==> src/rtl/vec_writeback.sv <==
// rtl/vec_writeback.sv - streams a captured PE result vector into scratch memory
//
// Purpose:
//   Sits behind the vector add/subtract PE. An issue pulse in IDLE samples
//   the destination base address. One cycle later the PE's registered result
//   is captured into a local buffer. The buffer is then written word by word
//   to consecutive addresses (modulo 2^addrwidth) over a valid/ready port.
//
// Ports:
//   clk        in   system clock, rising edge
//   RESET      in   asynchronous active-low reset
//   start      in   issue pulse; accepted only in IDLE
//   base_addr  in   word address of element 0, sampled with start
//   vec_in     in   PE result vector, captured at the end of the WAIT cycle
//   busy       out  high from the cycle after start through the done cycle
//   mem_we     out  write valid
//   mem_ready  in   write accepted when mem_we && mem_ready at a rising edge
//   mem_addr   out  write word address
//   mem_wdata  out  write data
//   done       out  single-cycle pulse after the last word is accepted

module vec_writeback #(
    parameter int matsize   = 16,
    parameter int wordsize  = 32,
    parameter int addrwidth = 16
) (
    input  logic                               clk,
    input  logic                               RESET,
    input  logic                               start,
    input  logic [addrwidth-1:0]               base_addr,
    input  logic [matsize-1:0][wordsize-1:0]   vec_in,
    output logic                               busy,
    output logic                               mem_we,
    input  logic                               mem_ready,
    output logic [addrwidth-1:0]               mem_addr,
    output logic [wordsize-1:0]                mem_wdata,
    output logic                               done
);

    localparam int IW = (matsize > 1) ? $clog2(matsize) : 1;
    localparam logic [IW-1:0] LAST_IDX = IW'(matsize - 1);

    typedef enum logic [1:0] {
        S_IDLE   = 2'd0,
        S_WAIT   = 2'd1,
        S_STREAM = 2'd2,
        S_DONE   = 2'd3
    } state_t;

    state_t                             state_q, state_d;
    logic [addrwidth-1:0]               base_q, base_d;
    logic [matsize-1:0][wordsize-1:0]   buf_q, buf_d;
    logic [IW-1:0]                      index_q, index_d;
    logic                               busy_q, busy_d;
    logic                               mem_we_q, mem_we_d;
    logic [addrwidth-1:0]               mem_addr_q, mem_addr_d;
    logic [wordsize-1:0]                mem_wdata_q, mem_wdata_d;
    logic                               done_q, done_d;

    logic                               accept;
    logic [IW-1:0]                      next_idx;

    assign accept   = mem_we_q && mem_ready;
    assign next_idx = index_q + IW'(1);

    // State register and all registered outputs
    always_ff @(posedge clk or negedge RESET) begin
        if (!RESET) begin
            state_q     <= S_IDLE;
            base_q      <= '0;
            buf_q       <= '0;
            index_q     <= '0;
            busy_q      <= 1'b0;
            mem_we_q    <= 1'b0;
            mem_addr_q  <= '0;
            mem_wdata_q <= '0;
            done_q      <= 1'b0;
        end else begin
            state_q     <= state_d;
            base_q      <= base_d;
            buf_q       <= buf_d;
            index_q     <= index_d;
            busy_q      <= busy_d;
            mem_we_q    <= mem_we_d;
            mem_addr_q  <= mem_addr_d;
            mem_wdata_q <= mem_wdata_d;
            done_q      <= done_d;
        end
    end

    // Next-state logic
    always_comb begin
        state_d = state_q;
        case (state_q)
            S_IDLE:   if (start) state_d = S_WAIT;
            S_WAIT:   state_d = S_STREAM;
            S_STREAM: if (accept && index_q == LAST_IDX) state_d = S_DONE;
            S_DONE:   state_d = S_IDLE;
            default:  state_d = S_IDLE;
        endcase
    end

    // Datapath and output logic; outputs are computed from the next state
    // so that they are registered yet line up with it.
    always_comb begin
        base_d      = base_q;
        buf_d       = buf_q;
        index_d     = index_q;
        mem_addr_d  = mem_addr_q;
        mem_wdata_d = mem_wdata_q;
        busy_d      = (state_d != S_IDLE);
        mem_we_d    = (state_d == S_STREAM);
        done_d      = (state_d == S_DONE);
        case (state_q)
            S_IDLE: begin
                if (start) base_d = base_addr;
            end
            S_WAIT: begin
                // PE result is valid now; element 0 comes straight from the
                // input since the buffer is only written at this same edge.
                buf_d       = vec_in;
                index_d     = '0;
                mem_addr_d  = base_q;
                mem_wdata_d = vec_in[0];
            end
            S_STREAM: begin
                // On a stall nothing changes, so addr/data stay stable.
                if (accept && index_q != LAST_IDX) begin
                    index_d     = next_idx;
                    mem_addr_d  = mem_addr_q + addrwidth'(1);
                    mem_wdata_d = buf_q[next_idx];
                end
            end
            default: ;
        endcase
    end

    assign busy      = busy_q;
    assign mem_we    = mem_we_q;
    assign mem_addr  = mem_addr_q;
    assign mem_wdata = mem_wdata_q;
    assign done      = done_q;

endmodule

==> config.mk <==
export PLATFORM = sky130hd
export DESIGN_NAME = vec_writeback
export DESIGN_NICKNAME = d
export VERILOG_FILES = /design/src/rtl/vec_writeback.sv
export SDC_FILE = /design/constraint.sdc
export NUM_CORES = 1
export LEC_CHECK = 0
export ABC_AREA = 1
export CAP_MARGIN = 10
export CORE_MARGIN = 10
export CORE_UTILIZATION = 56
export DETAILED_ROUTE_END_ITERATION = 7
export PLACE_DENSITY_LB_ADDON = 0.3
export SLEW_MARGIN = 15
export SYNTH_ARGS = -nofsm -noshare
export SYNTH_HDL_FRONTEND = slang
export SYNTH_SLANG_ARGS = --single-unit
==> constraint.sdc <==
create_clock -name clk -period 5.1 [get_ports clk]
set_input_delay 1.275 -clock clk [delete_from_list [all_inputs] [get_ports clk]]
set_output_delay 1.275 -clock clk [all_outputs]
set_load 0.02 [all_outputs]
==> results of run 1 <==
## path summary, 6_finish.rpt
| kind | startpoint | endpoint | slack (ns) | cells after the start |
|---|---|---|---|---|
| worst max-delay path | index_q[0] | mem_wdata[2] | 1.37 | 10 |
| worst min-delay path | mem_wdata[15] | mem_wdata[15] | 0.48 | 2 |
| worst max register to register | index_q[0] | mem_wdata[2] | 1.37 | 10 |
| worst min register to register | mem_wdata[15] | mem_wdata[15] | 0.48 | 2 |
| max in group asynchronous | RESET | buf_q[68] | 3.15 | 2 |
| min in group asynchronous | RESET | buf_q[464] | 0.69 | 1 |
## registers in the layout (all words and copies together), names as in the netlist
signal / flops
busy: 1
mem_we: 1
mem_wdata: 32
buf_q: 512
done: 1
base_q: 16
index_q: 4
state_q: 2
mem_addr: 16
## area by class of cell
cell class                      instances  area (um^2)  area share
Clock inverter                         27          183     0.00512
Multi-Input combinational cell       1904        11900       0.333
Timing Repair Buffer                  609         6150       0.173
Antenna cell                           20         50.0     0.00140
Clock buffer                           87         1800      0.0504
Inverter                               30          123     0.00344
Tap cell                              664          831      0.0233
Sequential cell                       585        14600       0.411
## cell usage after synthesis (all sizes together), types with 2 or more instances
cell type  number
buf           149
a21oi           2
a31oi           2
ha              6
mux2          528
nand2         798
nor2           93
or2             2
nand3         429
clkbuf         34
inv            30
dfrtp         585
o21ai          28
o22ai           2
nand4           3
nor3            4
## critical path, stage by stage, from the launching register on
cell	delay, ns
dfrtp_4	0.72
ha_4	0.94
inv_4	0.58
buf_4	0.46
nand3_1	0.14
nand3_1	0.23
nand2_1	0.23
nand2_1	0.09
nand3_1	0.09
nand2_1	0.06
nand2_1	0.06
## routing by layer
| layer | global-route usage | wire length, um |
|---|---|---|
| met5 | 0 | 81 |
| met4 | 0.191 | 5610 |
| met3 | 0.0747 | 9190 |
| met2 | 0.530 | 46900 |
| met1 | 0.439 | 38900 |
## through the flow
stage          area [um^2]  hold slack (ns)
2_1_floorplan        27500            0.471
3_3_place_gp         33600            0.466
3_5_place_dp         33600            0.469
4_1_cts              35600            0.486
5_1_grt              35600            0.514
6_report             35600            0.485
## logic make-up (layout without fill, tap and decap cells)
| family | Yosys count | after routing | share of synthesized area |
|---|---|---|---|
| buf+inv | 213 | 753 | 0.0367 |
| mux | 528 | 528 | 0.217 |
| simple gates | 1329 | 1329 | 0.202 |
| xor+xnor | 2 | 2 | 0.000912 |
| other cells | 0 | 20 | 0 |
| flops | 585 | 585 | 0.533 |
| compound gates | 39 | 39 | 0.00779 |
| fa+ha+maj | 6 | 6 | 0.00273 |
## report_power, final
part	internal [mW]	switching (mW)	total [mW]
logic	4.74	6.18	10.9
registers	7.05	1.47	8.52
clock network	2.49	1.91	4.40
total	14.3	9.57	23.8
==> results.json, run 1 <==
{
  "outcome": "complete, no violations",
  "drive_gt1_frac": 0.209,
  "async_flop_share": 1.00,
  "ctsHtreeMaxLevel": 2,
  "clk_pin_slew_ns": 0.07,
  "fmax_ghz": 0.268,
  "grt_max_degree": 210,
  "ant_nets": 0,
  "portBuffers": 582,
  "yosysWarningCount": 0,
  "finalCritPeriodShare": 0.732,
  "cts_buffers": 60,
  "num_rows": 81,
  "final_nets": 3728,
  "netlist_area_mm2": 0.0275,
  "cts.sinks": 585,
  "synth_top_area_share": 0.533,
  "fp.dieH_um": 241,
  "setup_ws_ns": 1.37,
  "dp.cells": 3791,
  "layout_commonest_cell": "nand2_1",
  "syn_to_final_growth_pct": 29.8,
  "ys_top_cells_by_area": "dfrtp_1 53%, mux2_2 22%, nand2_1 11%",
  "dr.first_iter.drc_count": 2634,
  "gp_congestion": 0.931,
  "maxCapViolCount": 0,
  "start_util": 0.563,
  "syn_nets": 3240,
  "gr-total-overflow": 0,
  "power.density_mw_per_mm2": 669,
  "totalWireLength_um": 101000,
  "grt_util_all_layers": 0.341,
  "die_x_um": 241,
  "finalHoldViolCount": 0,
  "clock_latency_ns": 0.65,
  "num-fill-cells": 3510,
  "crit_required_ns": 5.66,
  "synth_cell_types": 30,
  "hold_class": "reg2reg",
  "grt_pass1_vias": 23700,
  "critPathArrivalTime_ns": 4.29,
  "grt_pass1_wl_um": 149000,
  "ys_seq_area_frac": 0.533,
  "fp.coreArea_mm2": 0.0487,
  "die_area_mm2": 0.0583,
  "route.detailed.drc": 0,
  "setup_tns_ns": 0,
  "first_pass_iters": 8,
  "vias_per_cell": 5.87,
  "crit_path_start_kind": "flop",
  "cp_max_fo": 70,
  "detail_route.wl_per_cell_um": 25.6,
  "ir_drop_mv": 0.503,
  "crit_type": "reg2reg",
  "cts_tree": "yes",
  "num_vias": 23000,
  "ctsResizeCount": 0,
  "critical_path.endpoint_type": "flop",
  "boundaryPins": 583,
  "power_mw": 23.8,
  "postSynthAreaPerCell_um2": 10.2,
  "clk_path_buf_depth": 3,
  "final-setup-viol-count": 0,
  "worst_slew_pin_slew_ns": 1.18,
  "ctsRootBufferMaster": "clkbuf_16",
  "period_needed_ns": 3.73,
  "antenna_found_initial": 23,
  "slew_headroom": 0.211,
  "ys.flop_type": "dfrtp_1",
  "instances_no_fill": 3926,
  "hpwlAfterDp_um": 72900,
  "drv_slew": 0,
  "synth_largest_area_cell": "dfrtp_1",
  "final_cell_mix": "795 x nand2_1, 584 x dfrtp_1, 581 x clkdlybuf4s50_1",
  "final_util": 0.731,
  "cts.hold.buffers_added": 0,
  "synth-edff-count": 0,
  "post_cts_buffers": 0,
  "ys_ff_latch": 585,
  "skew_ns": 0.0259,
  "netlist_instances": 2702,
  "leakagePower_nw": 15.6,
  "rsz0062_at_grt": "false",
  "dp_slack_ns": 1.37
}
Note: power is estimated with default switching activity, not from simulation.
==> run 2: changes to the inputs <==
CORE_UTILIZATION = 47   (was 56)
clock period = 3.1 ns   (was 5.1 ns; I/O delays follow)
==> results.json, run 2 (synthesized netlist as in run 1, its figures left out) <==
{
  "dp_slack_ns": 0.381,
  "fp.coreArea_mm2": 0.0578,
  "fmax_ghz": 0.389,
  "layout_commonest_cell": "nand2_1",
  "grt_pass1_wl_um": 150000,
  "ctsRootBufferMaster": "clkbuf_16",
  "period_needed_ns": 2.57,
  "dr.first_iter.drc_count": 2189,
  "max_stage_delay_ns": 0.82,
  "clk_path_buf_depth": 3,
  "ant_nets": 0,
  "reg2regPathDepth": 11,
  "largest_reg_flops": 512,
  "finalHoldViolCount": 0,
  "detail_route.wl_per_cell_um": 25.2,
  "boundaryPins": 583,
  "hold_class": "in2async",
  "finalCritPeriodShare": 0.829,
  "leakagePower_nw": 15.8,
  "setup_ws_ns": 0.529,
  "cp.depth": 1,
  "first_pass_iters": 6,
  "top_register": "buf_q",
  "cts.hold.buffers_added": 0,
  "clk_pin_slew_ns": 0.06,
  "dp.cells": 3914,
  "ctsHtreeMaxLevel": 3,
  "final_nets": 3756,
  "fp.dieH_um": 262,
  "vias_per_cell": 5.56,
  "grt_max_degree": 157,
  "critical_path.top_delay_family": "buffers and inverters",
  "instances_no_fill": 4051,
  "cts_tree": "yes",
  "final_util": 0.628,
  "rsz0062_at_grt": "false",
  "drive_gt1_frac": 0.214,
  "cts.sinks": 585,
  "num_vias": 22500,
  "cp_max_fo": 2,
  "crit_buf_inv": 1,
  "grt_util_all_layers": 0.293,
  "path_cells": "clkdlybuf4s50_1",
  "critical_path.endpoint_type": "output pin",
  "num_rows": 88,
  "syn_to_final_growth_pct": 32.3,
  "final_cell_mix": "795 x nand2_1, 584 x dfrtp_1, 581 x clkdlybuf4s50_1",
  "power.density_mw_per_mm2": 1100,
  "critPathSlowestCell": "clkdlybuf4s50_1",
  "worst_slew_pin_slew_ns": 1.02,
  "totalWireLength_um": 102000,
  "gp_congestion": 0.953,
  "gr-total-overflow": 0,
  "skew_ns": 0.0245,
  "grt_pass1_vias": 23400,
  "outcome": "complete, no violations",
  "antenna_found_initial": 22,
  "die_x_um": 262,
  "cts_buffers": 67,
  "portBuffers": 582,
  "critPathArrivalTime_ns": 1.80,
  "drv_slew": 0,
  "ctsResizeCount": 0,
  "maxCapViolCount": 0,
  "crit_path_start_kind": "flop",
  "post_cts_buffers": 0,
  "power_mw": 40.1,
  "slew_headroom": 0.319,
  "die_area_mm2": 0.0685,
  "route.detailed.drc": 0,
  "hpwlAfterDp_um": 75500,
  "clock_latency_ns": 0.62,
  "start_util": 0.475,
  "crit_required_ns": 2.32,
  "final-setup-viol-count": 0,
  "crit_type": "reg2out",
  "ir_drop_mv": 0.671,
  "setup_tns_ns": 0
}
-- run 2: changes by cell type in the layout (fill, tap and decap cells not counted), sizes merged --
cell and delta:
buf +21, bufinv +4, clkbuf +6, clkinv -6, clkinvlp -2, diode -1, inv +2
-- run 2: per-stage QoR --
step | hold WS (ns) | cell area [um^2]
global placement | 0.464 | 34100
floorplan | 0.471 | 27500
global route | 0.139 | 36300
detailed placement | 0.470 | 34100
CTS | 0.148 | 36300
finish | 0.118 | 36300
-- run 2: worst paths after layout --
| path | slack (ns) | to | from |
|---|---|---|---|
| max reg2reg | 0.57 | mem_wdata[4] | index_q[0] |
| max | 0.53 | mem_wdata[28] | mem_wdata[28] |
| min in group clk | 0.48 | mem_wdata[9] | mem_wdata[9] |
| min | 0.12 | buf_q[391] | RESET |
| max in group asynchronous | 2.00 | buf_q[194] | RESET |
| min reg2reg | 0.48 | mem_wdata[9] | mem_wdata[9] |
-- run 2: area by class of cell --
class	instances	area [um^2]
inverters	30	125
fillers	4718	21500
clock inverters	25	290
diodes	19	47.5
clock buffers	93	1930
well taps	765	957
repair buffers	630	6450
flip-flops and latches	585	14600
multi-input cells	1904	11900
-- run 2: per-layer routing --
layer	wire length, um	part of all wire	track usage
met1	40300	0.40	0.372
met2	48100	0.47	0.460
met3	8600	0.084	0.0815
met4	4870	0.048	0.141
met5	76	0.00075	0
-- run 2: where the power goes --
part	leakage (nW)	switching (mW)	internal, mW
Combinational	7.79	10.2	7.99
Clock	1.10	3.25	4.78
Sequential	6.94	2.27	11.6
Total	15.8	15.7	24.4
